$ cat src/rtl/box_slave_pkg.sv
// Shared types and widths for the box write path (box_master / box_slave).
// MAX_BEATS is derived from LEN_WIDTH so a full awlen range always fits the slot.
package box_slave_pkg;

  localparam int ID_WIDTH   = 4;
  localparam int ADDR_WIDTH = 32;
  localparam int LEN_WIDTH  = 4;
  localparam int DATA_WIDTH = 32;
  localparam int MAX_BEATS  = 1 << LEN_WIDTH;
  localparam int STRB_WIDTH = DATA_WIDTH / 8;

  localparam logic [1:0] BRESP_OKAY   = 2'b00;
  localparam logic [1:0] BRESP_SLVERR = 2'b10;

  typedef enum logic [1:0] {
    S_IDLE,
    S_DATA,
    S_SLOT,
    S_RESP
  } slave_state_e;

  typedef struct packed {
    logic [ID_WIDTH-1:0]              awid;
    logic [ADDR_WIDTH-1:0]            awaddr;
    logic [LEN_WIDTH-1:0]             awlen;
    logic [2:0]                       awsize;
    logic [1:0]                       awburst;
    logic [3:0]                       awuser;
    logic [MAX_BEATS*DATA_WIDTH-1:0]  data;
    logic [MAX_BEATS*STRB_WIDTH-1:0]  strb;
  } spec_slot;

  function automatic logic is_final_beat(input logic [LEN_WIDTH:0] cnt,
                                         input logic [LEN_WIDTH-1:0] len);
    return cnt == {1'b0, len};
  endfunction

endpackage

$ cat src/rtl/box_slave_beat_buf.sv
// Beat-indexed data/strb storage for one burst; clear wins over write.
// Unwritten lanes read back as zero.
module box_slave_beat_buf
  import box_slave_pkg::*;
(
  input  logic                            clk,
  input  logic                            rst_n,
  input  logic                            i_clr,
  input  logic                            i_we,
  input  logic [LEN_WIDTH-1:0]            i_idx,
  input  logic [DATA_WIDTH-1:0]           i_data,
  input  logic [STRB_WIDTH-1:0]           i_strb,
  output logic [MAX_BEATS*DATA_WIDTH-1:0] o_data,
  output logic [MAX_BEATS*STRB_WIDTH-1:0] o_strb
);

  logic [MAX_BEATS-1:0][DATA_WIDTH-1:0] r_data;
  logic [MAX_BEATS-1:0][STRB_WIDTH-1:0] r_strb;

  always_ff @(posedge clk or negedge rst_n) begin
    if (!rst_n) begin
      r_data <= '0;
      r_strb <= '0;
    end else if (i_clr) begin
      r_data <= '0;
      r_strb <= '0;
    end else if (i_we) begin
      r_data[i_idx] <= i_data;
      r_strb[i_idx] <= i_strb;
    end
  end

  assign o_data = r_data;
  assign o_strb = r_strb;

endmodule

$ cat src/rtl/box_slave.sv
// AXI3-style write responder: one burst at a time, assembled into a spec_slot,
// handed downstream, then answered on B. Errors are sticky per burst.
module box_slave
  import box_slave_pkg::*;
(
  input  logic                  clk,
  input  logic                  rst_n,
  input  logic                  awvalid,
  output logic                  awready,
  input  logic [ID_WIDTH-1:0]   awid,
  input  logic [ADDR_WIDTH-1:0] awaddr,
  input  logic [LEN_WIDTH-1:0]  awlen,
  input  logic [2:0]            awsize,
  input  logic [1:0]            awburst,
  input  logic [3:0]            awuser,
  input  logic                  wvalid,
  output logic                  wready,
  input  logic [ID_WIDTH-1:0]   wid,
  input  logic [DATA_WIDTH-1:0] wdata,
  input  logic [STRB_WIDTH-1:0] wstrb,
  input  logic                  wlast,
  output logic                  bvalid,
  input  logic                  bready,
  output logic [ID_WIDTH-1:0]   bid,
  output logic [1:0]            bresp,
  output logic                  slot_valid,
  input  logic                  slot_ready,
  output spec_slot              out_slot,
  output logic                  slot_err
);

  slave_state_e          r_state;
  logic                  r_awready, r_wready, r_bvalid, r_slot_valid, r_slot_err, r_err;
  logic [ID_WIDTH-1:0]   r_bid, r_awid;
  logic [1:0]            r_bresp, r_awburst;
  logic [ADDR_WIDTH-1:0] r_awaddr;
  logic [LEN_WIDTH-1:0]  r_awlen;
  logic [2:0]            r_awsize;
  logic [3:0]            r_awuser;
  logic [LEN_WIDTH:0]    r_cnt;

  logic w_aw_fire, w_beat_fire, w_final, w_end, w_beat_err;

  assign w_aw_fire   = (r_state == S_IDLE) && awvalid && r_awready;
  assign w_beat_fire = (r_state == S_DATA) && wvalid && r_wready;
  assign w_final     = is_final_beat(r_cnt, r_awlen);
  assign w_end       = wlast || w_final;
  // Early last, missing last and ID mismatch all poison the burst.
  assign w_beat_err  = (wid != r_awid) || (wlast && !w_final) || (!wlast && w_final);

  always_ff @(posedge clk or negedge rst_n) begin
    if (!rst_n) begin
      r_state      <= S_IDLE;
      r_awready    <= 1'b1;
      r_wready     <= 1'b0;
      r_bvalid     <= 1'b0;
      r_slot_valid <= 1'b0;
      r_slot_err   <= 1'b0;
      r_err        <= 1'b0;
      r_bid        <= '0;
      r_bresp      <= BRESP_OKAY;
      r_awid       <= '0;
      r_awaddr     <= '0;
      r_awlen      <= '0;
      r_awsize     <= '0;
      r_awburst    <= '0;
      r_awuser     <= '0;
      r_cnt        <= '0;
    end else begin
      case (r_state)
        S_IDLE: if (w_aw_fire) begin
          r_awid    <= awid;
          r_awaddr  <= awaddr;
          r_awlen   <= awlen;
          r_awsize  <= awsize;
          r_awburst <= awburst;
          r_awuser  <= awuser;
          r_err     <= 1'b0;
          r_cnt     <= '0;
          r_awready <= 1'b0;
          r_wready  <= 1'b1;
          r_state   <= S_DATA;
        end
        S_DATA: if (w_beat_fire) begin
          if (w_beat_err) r_err <= 1'b1;
          if (w_end) begin
            r_wready     <= 1'b0;
            r_slot_valid <= 1'b1;
            r_slot_err   <= r_err || w_beat_err;
            r_state      <= S_SLOT;
          end else begin
            r_cnt <= r_cnt + 1'b1;
          end
        end
        S_SLOT: if (slot_ready) begin
          r_slot_valid <= 1'b0;
          r_slot_err   <= 1'b0;
          r_bvalid     <= 1'b1;
          r_bid        <= r_awid;
          r_bresp      <= r_err ? BRESP_SLVERR : BRESP_OKAY;
          r_state      <= S_RESP;
        end
        S_RESP: if (bready) begin
          r_bvalid  <= 1'b0;
          r_awready <= 1'b1;
          r_state   <= S_IDLE;
        end
        default: r_state <= S_IDLE;
      endcase
    end
  end

  box_slave_beat_buf u_beat_buf (
    .clk    (clk),
    .rst_n  (rst_n),
    .i_clr  (w_aw_fire),
    .i_we   (w_beat_fire),
    .i_idx  (r_cnt[LEN_WIDTH-1:0]),
    .i_data (wdata),
    .i_strb (wstrb),
    .o_data (out_slot.data),
    .o_strb (out_slot.strb)
  );

  assign out_slot.awid    = r_awid;
  assign out_slot.awaddr  = r_awaddr;
  assign out_slot.awlen   = r_awlen;
  assign out_slot.awsize  = r_awsize;
  assign out_slot.awburst = r_awburst;
  assign out_slot.awuser  = r_awuser;

  assign awready    = r_awready;
  assign wready     = r_wready;
  assign bvalid     = r_bvalid;
  assign bid        = r_bid;
  assign bresp      = r_bresp;
  assign slot_valid = r_slot_valid;
  assign slot_err   = r_slot_err;

endmodule

$ cat config.mk
export PLATFORM = sky130hd
export DESIGN_NAME = box_slave
export DESIGN_NICKNAME = d
export VERILOG_FILES = /design/src/rtl/box_slave_pkg.sv /design/src/rtl/box_slave_beat_buf.sv /design/src/rtl/box_slave.sv
export SDC_FILE = /design/constraint.sdc
export NUM_CORES = 1
export LEC_CHECK = 0
export BUFFER_PORTS_ARGS = -buffer_cell sky130_fd_sc_hd__buf_2
export CORE_AREA = 5 5 284 286
export DETAILED_ROUTE_END_ITERATION = 16
export DIE_AREA = 0 0 289 291
export GPL_ROUTABILITY_DRIVEN = 1
export GPL_TIMING_DRIVEN = 0
export PLACE_DENSITY = 0.65
export RECOVER_POWER = 100
export SLEW_MARGIN = 40
export SYNTH_ARGS = -nofsm -noshare
export SYNTH_HDL_FRONTEND = slang
export SYNTH_SLANG_ARGS = --single-unit
$ cat constraint.sdc
create_clock -name clk -period 2.2 [get_ports clk]
set_clock_uncertainty 0.2 [all_clocks]
set_input_delay 0.44 -clock clk [delete_from_list [all_inputs] [get_ports clk]]
set_output_delay 0.44 -clock clk [all_outputs]
set_load 0.05 [all_outputs]
==> Word-level counts from Yosys, hierarchy flattened <==
Index checks and enable logic that the tools add are counted.
{ "word_totals": {"ff_bits": 644, "latchBits": 0, "ram_bits": 0, "romBits": 0, "inputBits": 96, "wordCells": 132, "mem_count": 0} }
{ "classes": {"add_sub_neg": 1, "multipliers": 0, "div": 0, "magnitude_cmp": 2, "eq_ne": 12, "n_shift": 0, "muxes": 41, "n_bitwise": 0, "n_reduce_logical": 28} }
{ "ops": {"columns": ["cell", "n"], "rows": [
  ["512-bit 2-to-1 mux", 2],
  ["512-bit bitwise mux", 1],
  ["32-bit demux with 4-bit select", 1],
  ["64-bit 2-to-1 mux", 2],
  ["64-bit bitwise mux", 1],
  ["32-bit 2-to-1 mux", 1],
  ["4-bit demux with 4-bit select", 1],
  ["4-bit AND reduction", 4],
  ["5-bit 2-to-1 mux", 3],
  ["1-bit 2-to-1 mux", 14],
  ["2-bit 2-to-1 mux", 6],
  ["1-bit case mux with 2 select lines", 6],
  ["2-bit != test, second input constant", 5],
  ["5-bit case mux with 2 select lines", 1],
  ["2-bit nonzero test", 5],
  ["2-bit case mux with 4 select lines", 1],
  ["1-bit logical AND", 7],
  ["3-bit AND reduction", 2],
  ["5-bit by 1-bit adder with 5-bit output, second input constant", 1],
  ["5-bit by 4-bit == test with 1-bit output", 1],
  ["4-bit by 5-bit < comparator with 1-bit output, second input constant", 1],
  ["5-bit AND reduction", 1],
  ["2-bit == test, second input constant", 2],
  ["4-bit by 1-bit greater-or-equal comparator with 1-bit output, second input constant", 1],
  ["8 further kinds", 14]
]} }

==> Depth between registers and ports, before layout <==
Gate-level depths: netlist of the first run.
{ "logic_depth": {"ltp_word": 9, "ltp_mapped": 10} }

==> Hierarchy <==
From an unflattened synthesis of the first run, not the netlist that was laid out.
{ "hier_totals": {"cells_unflattened": 2193, "hier_area_um2": 28393.5} }
{ "by_module_without_submodules": {"columns": ["module", "n_inst", "cells_each", "area_each_um2"], "rows": [
  ["box_slave_beat_buf", 1, 1987, 25549.5],
  ["box_slave", 1, 206, 2844.0]
]} }

==> Least setup slack after synthesis of the first run <==
OpenSTA, ideal clock, no wires.
{ "synth_path": {"path_type": "reg-to-reg", "start": "reg r_awlen[2]", "end": "reg r_state[1]", "arrival_time_ns": 2.044, "setup_slack_ns": -0.169, "stages_incl_launch_ff": 6, "n_path_buf": 0, "synth_period_minus_slack_ns": 2.369, "cell_sequence": "dfrtp_1 -> xor2_1 -> nor3_4 -> a211oi_2 -> or4_4 -> mux2_4"} }
{ "synth_via": {"elab_chain_len": 4} }
{ "synth_lines": {"columns": ["item", "line_no", "text"], "rows": [
  ["from (decl)", "box_slave.sv:37", "logic [LEN_WIDTH-1:0] r_awlen;"],
  ["from (signal assigned)", "box_slave.sv:74", "r_awlen <= awlen;"],
  ["5-bit by 4-bit == test with 1-bit output", "box_slave_pkg.sv:35", "return cnt == {1'b0, len};"],
  ["1-bit logical OR", "box_slave.sv:47", "assign w_end = wlast || w_final;"],
  ["2-bit != test (no source line)", null, null],
  ["5-bit AND reduction (no source line)", null, null],
  ["to (signal assigned)", "box_slave.sv:53", "r_state <= S_IDLE;"],
  ["to (signal assigned)", "box_slave.sv:82", "r_state <= S_DATA;"],
  ["to (signal assigned)", "box_slave.sv:90", "r_state <= S_SLOT;"],
  ["to (decl)", "box_slave.sv:32", "slave_state_e r_state;"]
]} }
Every way passes these cells.
A chain may end at the register's enable or synchronous reset.

==> Worst setup path in the final report of the first run <==
{ "layout_path": {"start": "reg r_state[1]", "end": "reg r_state[1]"} }
{ "layout_via": {"elab_chain_len": 5} }
{ "layout_lines": {"columns": ["item", "line_no"], "rows": [
  ["2-bit by 1-bit == test with 1-bit output / 2-bit zero test (equally long branches)", "box_slave.sv:45, box_slave.sv:70, box_slave.sv:44"],
  ["1-bit logical AND, on equally long branches (2 in series)", "box_slave.sv:45, box_slave.sv:44"],
  ["2-bit by 1-bit != test with 1-bit output (no source line)", null],
  ["5-bit AND reduction (no source line)", null]
]} }
Several ways; a longest one is shown, not always the timed one.

==> flow_summary.toml, run 1 <==
[run_status]
status = "finished with violations"
violations = "hold timing, setup timing"

[final_layout]
multiInputGateArea_sq_mm = 0.00988
n_antenna_cell = 0
mostFrequentLayoutCells = "nand2_1 (1240), buf_2 (700), dfrtp_1 (636)"
area_growth_pct = 44.2
seqCellArea_sq_mm = 0.0161
drive_above_1_share_pct = 35.2
fillCellCount = 7376
layout.cells.non_filler = 4937
layout_commonest_cell = "nand2_1"
fin_nets = 3942

[synth]
synth_edf_count = 0
yosysUniqueCellTypes = 44
postSynthNetCount = 3018
ys_warn_count = 0
syn_area_sq_mm = 0.0258
synthCells = 2913
synth_top_area_share_pct = 62.3
dominantRegCellSynth = "dfrtp_1"
ys_seq_area_share_pct = 62.4
netlist_top_cells_area = "dfrtp_1 (62%), nand2_1 (19%), a21oi_1 (11%), clkbuf_1 (3.0%), buf_2 (0.74%)"
ys_ff_latch = 643
avgSynthCellArea_sq_um = 8.85
synth-async-reset-ratio_pct = 100
synth_top_cell_by_area = "dfrtp_1"

[drt]
via_per_inst = 5.12
drt_iter0_markers = 2102
wl_um = 124000
vias = 25263
drt_pre_antenna_iters = 6
drc_errors = 0
ant_nets = 0
wire_per_inst_um = 25.1

[power_and_ir_drop]
sw_frac_of_total_pct = 23.6
clkPwrFrac_pct = 49.1
internal-power_mw = 19.1
p_sw_mw = 5.89
power_frac_seq_pct = 47.3
leakage_nw = 19.0
p_comb_share_pct = 3.6
vdd_drop_max_uv = 562
powerDensity_mw_per_mm2 = 672

[floorplan]
chipHeight_um = 291
dieArea_sq_mm = 0.0841
pin_count = 732
num_rows = 103
die_w_um = 289
placeableCoreArea_sq_mm = 0.0781
initial_core_util_pct = 33.0

[cts]
clock_path_buffers = 3
cts_hold_buf = 56
cts.clk_slew.worst_paths_ps = 60
numCtsBuffers = 72
clkLatencyLatePin_ps = 600
clk_root_buffer_cell = "clkbuf_16"
cts_tree = "done"
clkSinkCount = 643
htreeDepth = 3

[setup_path]
cp.arrival_ps = 2550
crit_fanout = 7
critPathCaptureType = "flop"
cp_slowest_cell = "or4_4"
worst_path_largest_cell_delay_ps = 570
worstPathCellList = "inv_2 -> buf_6 -> ha_4 -> a21boi_4 -> a21o_1 -> or4_4 -> mux2_4"
path_class = "reg -> reg"
crit_path_start_kind = "flop"
crit_required_ps = 2480

[grt]
gr-total-overflow = 0
grt_pass1_vias = 24796
track_usage_pct = 27.8
antenna_found_initial = 3
grt_max_degree = 94
grt_pass1_wl_um = 173000

[timing]
timing.final.ws_setup_ps = -65.1
fin_crit_sh_pct = 103
fmax_ghz = 0.441
slew-limit-headroom_pct = 1.38
setup_viol = 43
tns_ps = -835
hold_viol = 122
tightest_slew_ps = 1480
final.min_clock_period_ps = 2270
rsz0062_at_grt = "true"
slew_violations = 0
hold_ws_ps = -456

[place]
port_buffers = 694
dp_cells = 4672
dpl.hpwl_um = 86000
gp_congestion = 0.874

[job]
drv_cap = 0

[worst_hold_path]
hp-class = "in -> async"
## worst paths after layout
path / startpoint / end / slack, ps / depth (start not counted)
max: r_state[1] / r_state[1] / -70 / 7
min: rst_n / u_beat_buf.o_data[89] / -460 / 1
max reg2reg: r_state[1] / r_state[1] / -70 / 7
min reg2reg: r_awaddr[6] / r_awaddr[6] / 270 / 2
max in group asynchronous: rst_n / u_beat_buf.o_data[168] / 250 / 3
min in group clk: wdata[15] / u_beat_buf.o_data[431] / 20 / 3
## synth_stat cells, types with 2 or more instances
cell	number
o21ai_0	5
nand2b_1	2
xnor2_1	4
ha_1	9
nor2b_1	4
a21boi_0	2
a21oi_1	584
nor2_1	13
mux2_2	5
nand2_2	2
dfrtp_1	642
mux2i_1	2
inv_1	8
a21o_1	2
and3_1	2
nand3_1	16
clkbuf_1	205
o31ai_1	2
nand2_1	1312
nand4_1	4
nor3_2	4
buf_2	38
buf_1	14
or3_1	3
nor2_2	5
xor2_1	5
nor3_1	2
## cell families (layout without fill, tap and decap cells)
family / Yosys count / count (layout) / synth area share [%]
buffers and inverters: 267 / 1241 / 4.11
AOI/OAI and AO/OA: 602 / 602 / 11.9
other: 1 / 1 / 0.0145
adders and majority gates: 9 / 9 / 0.437
and+or+nand+nor: 1374 / 1374 / 20.5
xor gates and xnor gates: 9 / 9 / 0.306
muxes: 8 / 8 / 0.354
DFF: 643 / 643 / 62.4
## repair_timing
action | 4_1_cts | 5_1_grt
hold endpoints to repair | 163 | 90
buffers inserted | 68 | 21
setup endpoints to repair | 635 | 680
cloned | 4 | 12
resized for setup | 299 | 408
pin swaps | 19 | 78
## state kept, by name, summed over array words and instances, names as in the netlist
signal and cells:
awready 1, bid 4, bresp 1, bvalid 1, r_awaddr 32, r_awburst 2
r_awid 4, r_awlen 4, r_awsize 3, r_awuser 4, r_cnt 5, r_err 1
r_state 2, slot_err 1, slot_valid 1, u_beat_buf.o_data 512, u_beat_buf.o_strb 64, wready 1
## cell type report
type	instances	share of cell area, %
tap	1050	3.53
timing repair buffer	866	15.2
clock inverter	25	0.720
multi-input combinational	2003	26.6
clock buffer	99	5.64
inverter	8	0.0808
buffer	243	5.01
sequential	643	43.3
## worst max-delay path: cells and delay by family (launching register included)
kind	cells	cell delay (ps)
and+or+nand+nor	1	570
muxes	1	310
adders and majority gates	1	170
buffers and inverters	2	190
AOI/OAI and AO/OA	2	330
DFF	1	370
## per-stage QoR
stage	instance area (sq um)	hold WS, ps	setup WS [ps]	power, mW	utilization, %
after global routing	37200	-447	-121	25.7	47.6
final	37200	-456	-65.1	25.0	47.6
after CTS	35700	-435	-121	25.1	45.7
after detailed placement	31100	230	-1670	12.8	39.8
after global placement	30600	255	-14950	12.8	39.2
after floorplan	25800	-55.6	-60.4	12.2	-
## power groups by stage
stage               registers (mW)  clock network (mW)  logic [mW]
finish                        11.8                12.3       0.891
global route                  11.8                12.9       0.954
CTS                           11.8                12.4       0.859
detailed placement            12.0                   0       0.779
global placement              12.1                   0       0.724
floorplan                     12.0                   0       0.159
## routing by layer
layer | track usage, % | routed length (um) | share of wire [%] | vias to the layer above
met5 | 0 | 0 | 0 | -
met4 | 13.7 | 7130 | 5.7 | 0
met3 | 6.73 | 10600 | 8.6 | 337
met2 | 44.7 | 58600 | 47 | 1239
met1 | 35.2 | 47800 | 39 | 12537
li1 | - | - | - | 11150
(Power assumes the default switching activity.)
==> run 2: changes to the inputs <==
--- a/config.mk
+++ b/config.mk
@@ -5,10 +5,12 @@
 export SDC_FILE = /design/constraint.sdc
 export NUM_CORES = 1
 export LEC_CHECK = 0
+export ABC_AREA = 1
 export BUFFER_PORTS_ARGS = -buffer_cell sky130_fd_sc_hd__buf_2
-export CORE_AREA = 5 5 284 286
+export CORE_AREA = 5 5 281 283
+export CTS_CLUSTER_SIZE = 16
 export DETAILED_ROUTE_END_ITERATION = 16
-export DIE_AREA = 0 0 289 291
+export DIE_AREA = 0 0 286 288
 export GPL_ROUTABILITY_DRIVEN = 1
 export GPL_TIMING_DRIVEN = 0
 export PLACE_DENSITY = 0.65
==> run 2 against run 1 <==
Net effect: the run ends with hold timing left; routed wire length decreased by 2.8%; final cell count decreased by 12%; area after synthesis decreased by 2.4%; combinational power increased by 17%; critical endpoint is now u_beat_buf.o_data[201]; largest power group unchanged.
==> flow_summary.toml, run 2 <==
[cts]
clkLatencyLatePin_ps = 620
htreeDepth = 3
clkSinkCount = 643
cts.clk_slew.worst_paths_ps = 60
numCtsBuffers = 73
clock_path_buffers = 3
cts_tree = "done"
clk_root_buffer_cell = "clkbuf_16"

[run_status]
status = "finished with violations"
violations = "hold timing"

[synth]
synth_compound_area_share_pct = 13.0
ys_warn_count = 0
synth-simple-area-share_pct = 16.3
yosysUniqueCellTypes = 33
synth_edf_count = 0
yosysMostFrequentCell = "dfrtp_1"
netlist_top_cells_area = "dfrtp_1 (64%), nand3_1 (12%), o21ai_1 (5.4%), o21ai_0 (4.9%), nand2_1 (3.2%)"
ys_seq_area_share_pct = 63.9
synthCells = 2348
synth_top_area_share_pct = 63.8
muxShareOfSynthArea_pct = 0.134
avgSynthCellArea_sq_um = 10.7
syn_area_sq_mm = 0.0252
synth_top_family_by_area = "simple AND/OR/NAND/NOR gates"
dominantRegCellSynth = "dfrtp_1"
synth-async-reset-ratio_pct = 100
synth_commonest_cells = "dfrtp_1 (642), nand3_1 (587), o21ai_1 (272)"
yosys.area_share.adder_pct = 0.447
ys_ff_latch = 643
postSynthNetCount = 2453
synth_xor_xnor_area_share_pct = 0.243
synth_top_cell_by_area = "dfrtp_1"

[timing]
timing.final.ws_setup_ps = 12.5
fin_crit_sh_pct = 99.4
slew-limit-headroom_pct = 54.8
tns_ps = 0
fmax_ghz = 0.457
final.min_clock_period_ps = 2190
slew_violations = 0
hold_ws_ps = -36.0
tightest_slew_ps = 678
hold_viol = 21
rsz0062_at_grt = "true"
setup_viol = 0

[place]
place_ws_ps = -1020
gp_congestion = 0.890
port_buffers = 730
dpl.hpwl_um = 85700

[setup_path]
critPathCaptureType = "flop"
crit_path_start_kind = "flop"
path_class = "reg -> reg"
crit_required_ps = 2480
reg2regPathDepth = 7
cp.arrival_ps = 2470
crit_fanout = 10

[floorplan]
num_rows = 102
pin_count = 732
placeableCoreArea_sq_mm = 0.0764
dieArea_sq_mm = 0.0824
initial_core_util_pct = 32.9
chipHeight_um = 288
die_w_um = 286

[power_and_ir_drop]
p_comb_share_pct = 4.0
internal-power_mw = 19.9
power_frac_seq_pct = 45.7
p_sw_mw = 6.02
power_mw = 25.9
clkPwrFrac_pct = 50.3
sw_frac_of_total_pct = 23.3
vdd_drop_max_uv = 835
leakage_nw = 18.5
powerDensity_mw_per_mm2 = 731

[grt]
track_usage_pct = 28.0
grt_pass1_vias = 23044
gr-total-overflow = 0
grt_pass1_wl_um = 169000
grt_max_degree = 104
antenna_found_initial = 6

[drt]
ant_nets = 0
drt_pre_antenna_iters = 7
vias = 23604
wire_per_inst_um = 27.9
drc_errors = 0
drt_iter0_markers = 1963
via_per_inst = 5.46
wl_um = 121000

[job]
drv_cap = 0

[final_layout]
fillCellCount = 7157
mostFrequentLayoutCells = "buf_2 (755), dfrtp_1 (639), nand3_1 (586)"
fin_nets = 3373
layout_commonest_cell = "buf_2"
utilization_pct = 46.3
largest_register_ffs = 512
area_growth_pct = 40.6
drive_above_1_share_pct = 38.1

[worst_hold_path]
hp-class = "in -> async"
[run 2: cell types whose count changed after synthesis, sizes merged, moves of 77 or more]
cell,delta
nand2,-1097
buf,+77
clkbuf,-104
a21oi,-583
o21ai,+589
nand3,+574
[run 2: power groups by stage]
stage / Sequential [mW] / Combinational (mW) / Clock (mW)
2_1_floorplan: 12.0 / 0.148 / 0
3_3_place_gp: 12.1 / 0.756 / 0
3_5_place_dp: 12.0 / 0.821 / 0
4_1_cts: 11.8 / 1.04 / 13.2
5_1_grt: 11.8 / 1.12 / 13.7
6_report: 11.8 / 1.04 / 13.0
[run 2: critical path, cell delays in order, from the launching register on]
cell and delay (ps):
dfrtp_2 450, inv_4 90, ha_4 170, nand3_4 180, buf_6 240, nand2_2 270
clkbuf_8 290, o21ai_0 120
[run 2: path summary, 6_finish.rpt]
check / end / from / slack (ps)
hold reg to reg: r_awaddr[14] / r_awaddr[14] / 270
max in group asynchronous: awready / rst_n / 220
setup / recovery: u_beat_buf.o_data[201] / r_state[0] / 10
setup reg to reg: u_beat_buf.o_data[201] / r_state[0] / 10
hold / removal: u_beat_buf.o_data[134] / rst_n / -40
min in group clk: u_beat_buf.o_data[395] / wdata[11] / 10
[run 2: per-layer routing]
metal,share of wire (%),up-vias,track usage [%]
met5,0,-,0
met4,4.9,0,12.3
met3,8.4,313,6.37
met2,46,1241,44.4
met1,41,11959,37.1
li1,-,10091,-
[run 2: area by class of cell]
| cell class | instances | area, sq um | share of cell area [%] |
|---|---|---|---|
| Inverter | 22 | 100 | 0.283 |
| Buffer | 232 | 2280 | 6.43 |
| Timing Repair Buffer | 845 | 5160 | 14.6 |
| Tap cell | 988 | 1240 | 3.49 |
| Clock inverter | 28 | 449 | 1.27 |
| Antenna cell | 11 | 27.5 | 0.0777 |
| Sequential cell | 643 | 16100 | 45.5 |
| Multi-Input combinational cell | 1451 | 7960 | 22.5 |
| Clock buffer | 102 | 2110 | 5.95 |
[run 2: what timing repair did]
| item | 4_1_cts | 5_1_grt |
|---|---|---|
| setup endpoints to repair | 634 | 657 |
| resized for setup | 322 | 83 |
| pin swaps | 1 | 1 |
| hold buffers | 71 | 4 |
| setup buffers | 23 | 4 |
| cloned | 1 | 3 |
| endpoints found under the hold margin | 296 | 152 |
[run 2: kinds of logic after synthesis]
kind of cell	count (synthesis)
buf+inv	254
compound gates	596
fa+ha+maj	9
other cells	1
xor+xnor	7
flops	643
simple gates	835
mux	3
[run 2: stage by stage]
stage | area, sq um | cells | hold WS [ps]
floorplan | 25200 | 2348 | -55.6
global placement | 30100 | 4066 | 260
detailed placement | 30400 | 4075 | 131
CTS | 35100 | 4300 | -150
global route | 35400 | 4311 | -12.3
finish | 35400 | 4322 | -36.0
==> run 3: changes to the inputs <==
--- a/config.mk
+++ b/config.mk
@@ -13,7 +13,7 @@
 export DIE_AREA = 0 0 286 288
 export GPL_ROUTABILITY_DRIVEN = 1
 export GPL_TIMING_DRIVEN = 0
-export PLACE_DENSITY = 0.65
+export PLACE_DENSITY_LB_ADDON = 0.2
 export RECOVER_POWER = 100
 export SLEW_MARGIN = 40
 export SYNTH_ARGS = -nofsm -noshare
==> run 3 against run 2 <==
Net effect: the run now ends clean; global-route usage increased by 0.78 points; register-to-register slack about the same; worst setup slack worse by 5.6 ps; sequential cell count unchanged; utilization shrank 0.44 points; via count is 2.6% lower; maximum frequency fell by 0.26%; combinational power is essentially flat; count of clock-buffer cells in the layout is 2 lower; critical path type unchanged; largest cell class unchanged; largest power group unchanged.
==> flow_summary.toml, run 3 (synthesis results as in run 2) <==
[grt]
grt_pass1_wl_um = 172000
track_usage_pct = 28.8
gr-total-overflow = 0
antenna_found_initial = 5
grt_pass1_vias = 22638
grt_max_degree = 100

[drt]
ant_nets = 0
drt_pre_antenna_iters = 5
vias = 23001
via_per_inst = 5.33
wl_um = 125000
drt_iter0_markers = 1914
drc_errors = 0
wire_per_inst_um = 28.9

[timing]
final.min_clock_period_ps = 2190
hold_ws_ps = 16.1
fmax_ghz = 0.456
rsz0062_at_grt = "true"
hold_viol = 0
fin_crit_sh_pct = 99.7
tightest_slew_ps = 1430
slew-limit-headroom_pct = 4.72
setup_viol = 0
slew_violations = 0

[setup_path]
crit_required_ps = 2490
cp.arrival_ps = 2480
worst_path_largest_cell_delay_ps = 460
path_class = "reg -> reg"
cp_slowest_cell = "dfrtp_2"
crit_fanout = 10
critPathCaptureType = "flop"
worstPathCellList = "inv_4 -> ha_4 -> nand3_4 -> clkbuf_16 -> nand2_2 -> clkbuf_4 -> o21ai_0"
crit_path_start_kind = "flop"

[place]
gp_congestion = 0.876
port_buffers = 730
dpl.hpwl_um = 88700

[cts]
cts_tree = "done"
numCtsBuffers = 72
clkLatencyLatePin_ps = 620
clkSinkCount = 643
clk_root_buffer_cell = "clkbuf_16"
cts.clk_slew.worst_paths_ps = 60
htreeDepth = 3
clock_path_buffers = 3

[floorplan]
initial_core_util_pct = 32.9
dieArea_sq_mm = 0.0824
chipHeight_um = 288
die_w_um = 286
pin_count = 732
num_rows = 102
placeableCoreArea_sq_mm = 0.0764

[final_layout]
layout_commonest_cell = "buf_2"
mostFrequentLayoutCells = "buf_2 (758), dfrtp_1 (639), nand3_1 (586)"
fin_nets = 3376
area_growth_pct = 39.3
drive_above_1_share_pct = 38.0
largest_register_ffs = 512

[power_and_ir_drop]
power_mw = 25.0
vdd_drop_max_uv = 529
leakage_nw = 18.4
powerDensity_mw_per_mm2 = 713

[run_status]
status = "completed"

[worst_hold_path]
hp-class = "in -> reg"

[job]
drv_cap = 0
==> run 3: cell types whose count changed in the layout (fill, tap and decap cells not counted), sizes merged, moves of 2 or more <==
cell         previous run  this run
dlygate4sd3            71        73
clkbuf                189       205
diode                  11         4
buf                   917       901
bufinv                  8         3
inv                    25        27
clkinv                 16        14
==> run 3: area by class of cell <==
cell class                      instances  area, sq um
Fill cell                            7379        41400
Sequential cell                       643        16100
Multi-Input combinational cell       1451         7950
Timing Repair Buffer                  849         5120
Buffer                                232         2240
Clock buffer                          100         2040
Tap cell                              988         1240
Clock inverter                         23          289
Inverter                               22          100
Antenna cell                            4         10.0
==> run 3: final timing paths <==
path                       cells after the start  slack (ps)                endpoint         start
setup / recovery                               7           7   u_beat_buf.o_data[30]    r_state[0]
max in group asynchronous                      7         240  u_beat_buf.o_data[251]         rst_n
hold reg to reg                                2         270            r_awaddr[22]  r_awaddr[22]
min in group asynchronous                      4          80  u_beat_buf.o_data[105]         rst_n
setup reg to reg                               7           7   u_beat_buf.o_data[30]    r_state[0]
hold / removal                                 3          20  u_beat_buf.o_data[363]     wdata[11]
==> run 3: metrics by stage <==
stage	setup slack [ps]	util (%)	TNS, ps	std cells	instance area (sq um)
global route	-19.3	45.9	-124	4309	35100
CTS	14.5	45.4	0	4290	34700
floorplan	180	-	0	2348	25200
detailed placement	-1040	39.7	-471200	4075	30300
finish	6.92	45.9	0	4312	35100
global placement	-13890	39.3	-9350090	4066	30100
==> run 3: routing by layer <==
metal  track usage [%]  up-vias  share of wire, %
met1              36.7    11728                40
met3              7.15      227               7.9
li1                  -    10072                 -
met5                 0        -                 0
met4              11.2        0               4.4
met2              47.6      974                48
==> run 3: where the power goes <==
group | internal, mW | switching, mW
Combinational | 0.306 | 0.723
Sequential | 11.8 | 0
Clock | 6.89 | 5.24
==> run 3: repair_timing <==
action / in CTS / in global routing
setup endpoints to repair: 634 / 489
gates cloned: 0 / 9
hold endpoints to repair: 412 / 35
setup buffers: 18 / 6
resized for setup: 309 / 78
hold buffers: 74 / 3
pin swaps: 0 / 2
==> run 3: worst max-delay path, delay by kind of cell, from the launching register on <==
family,cells,cell delay [ps]
compound gates,1,130
fa+ha+maj,1,150
buf+inv,3,670
flops,1,460
simple gates,2,390
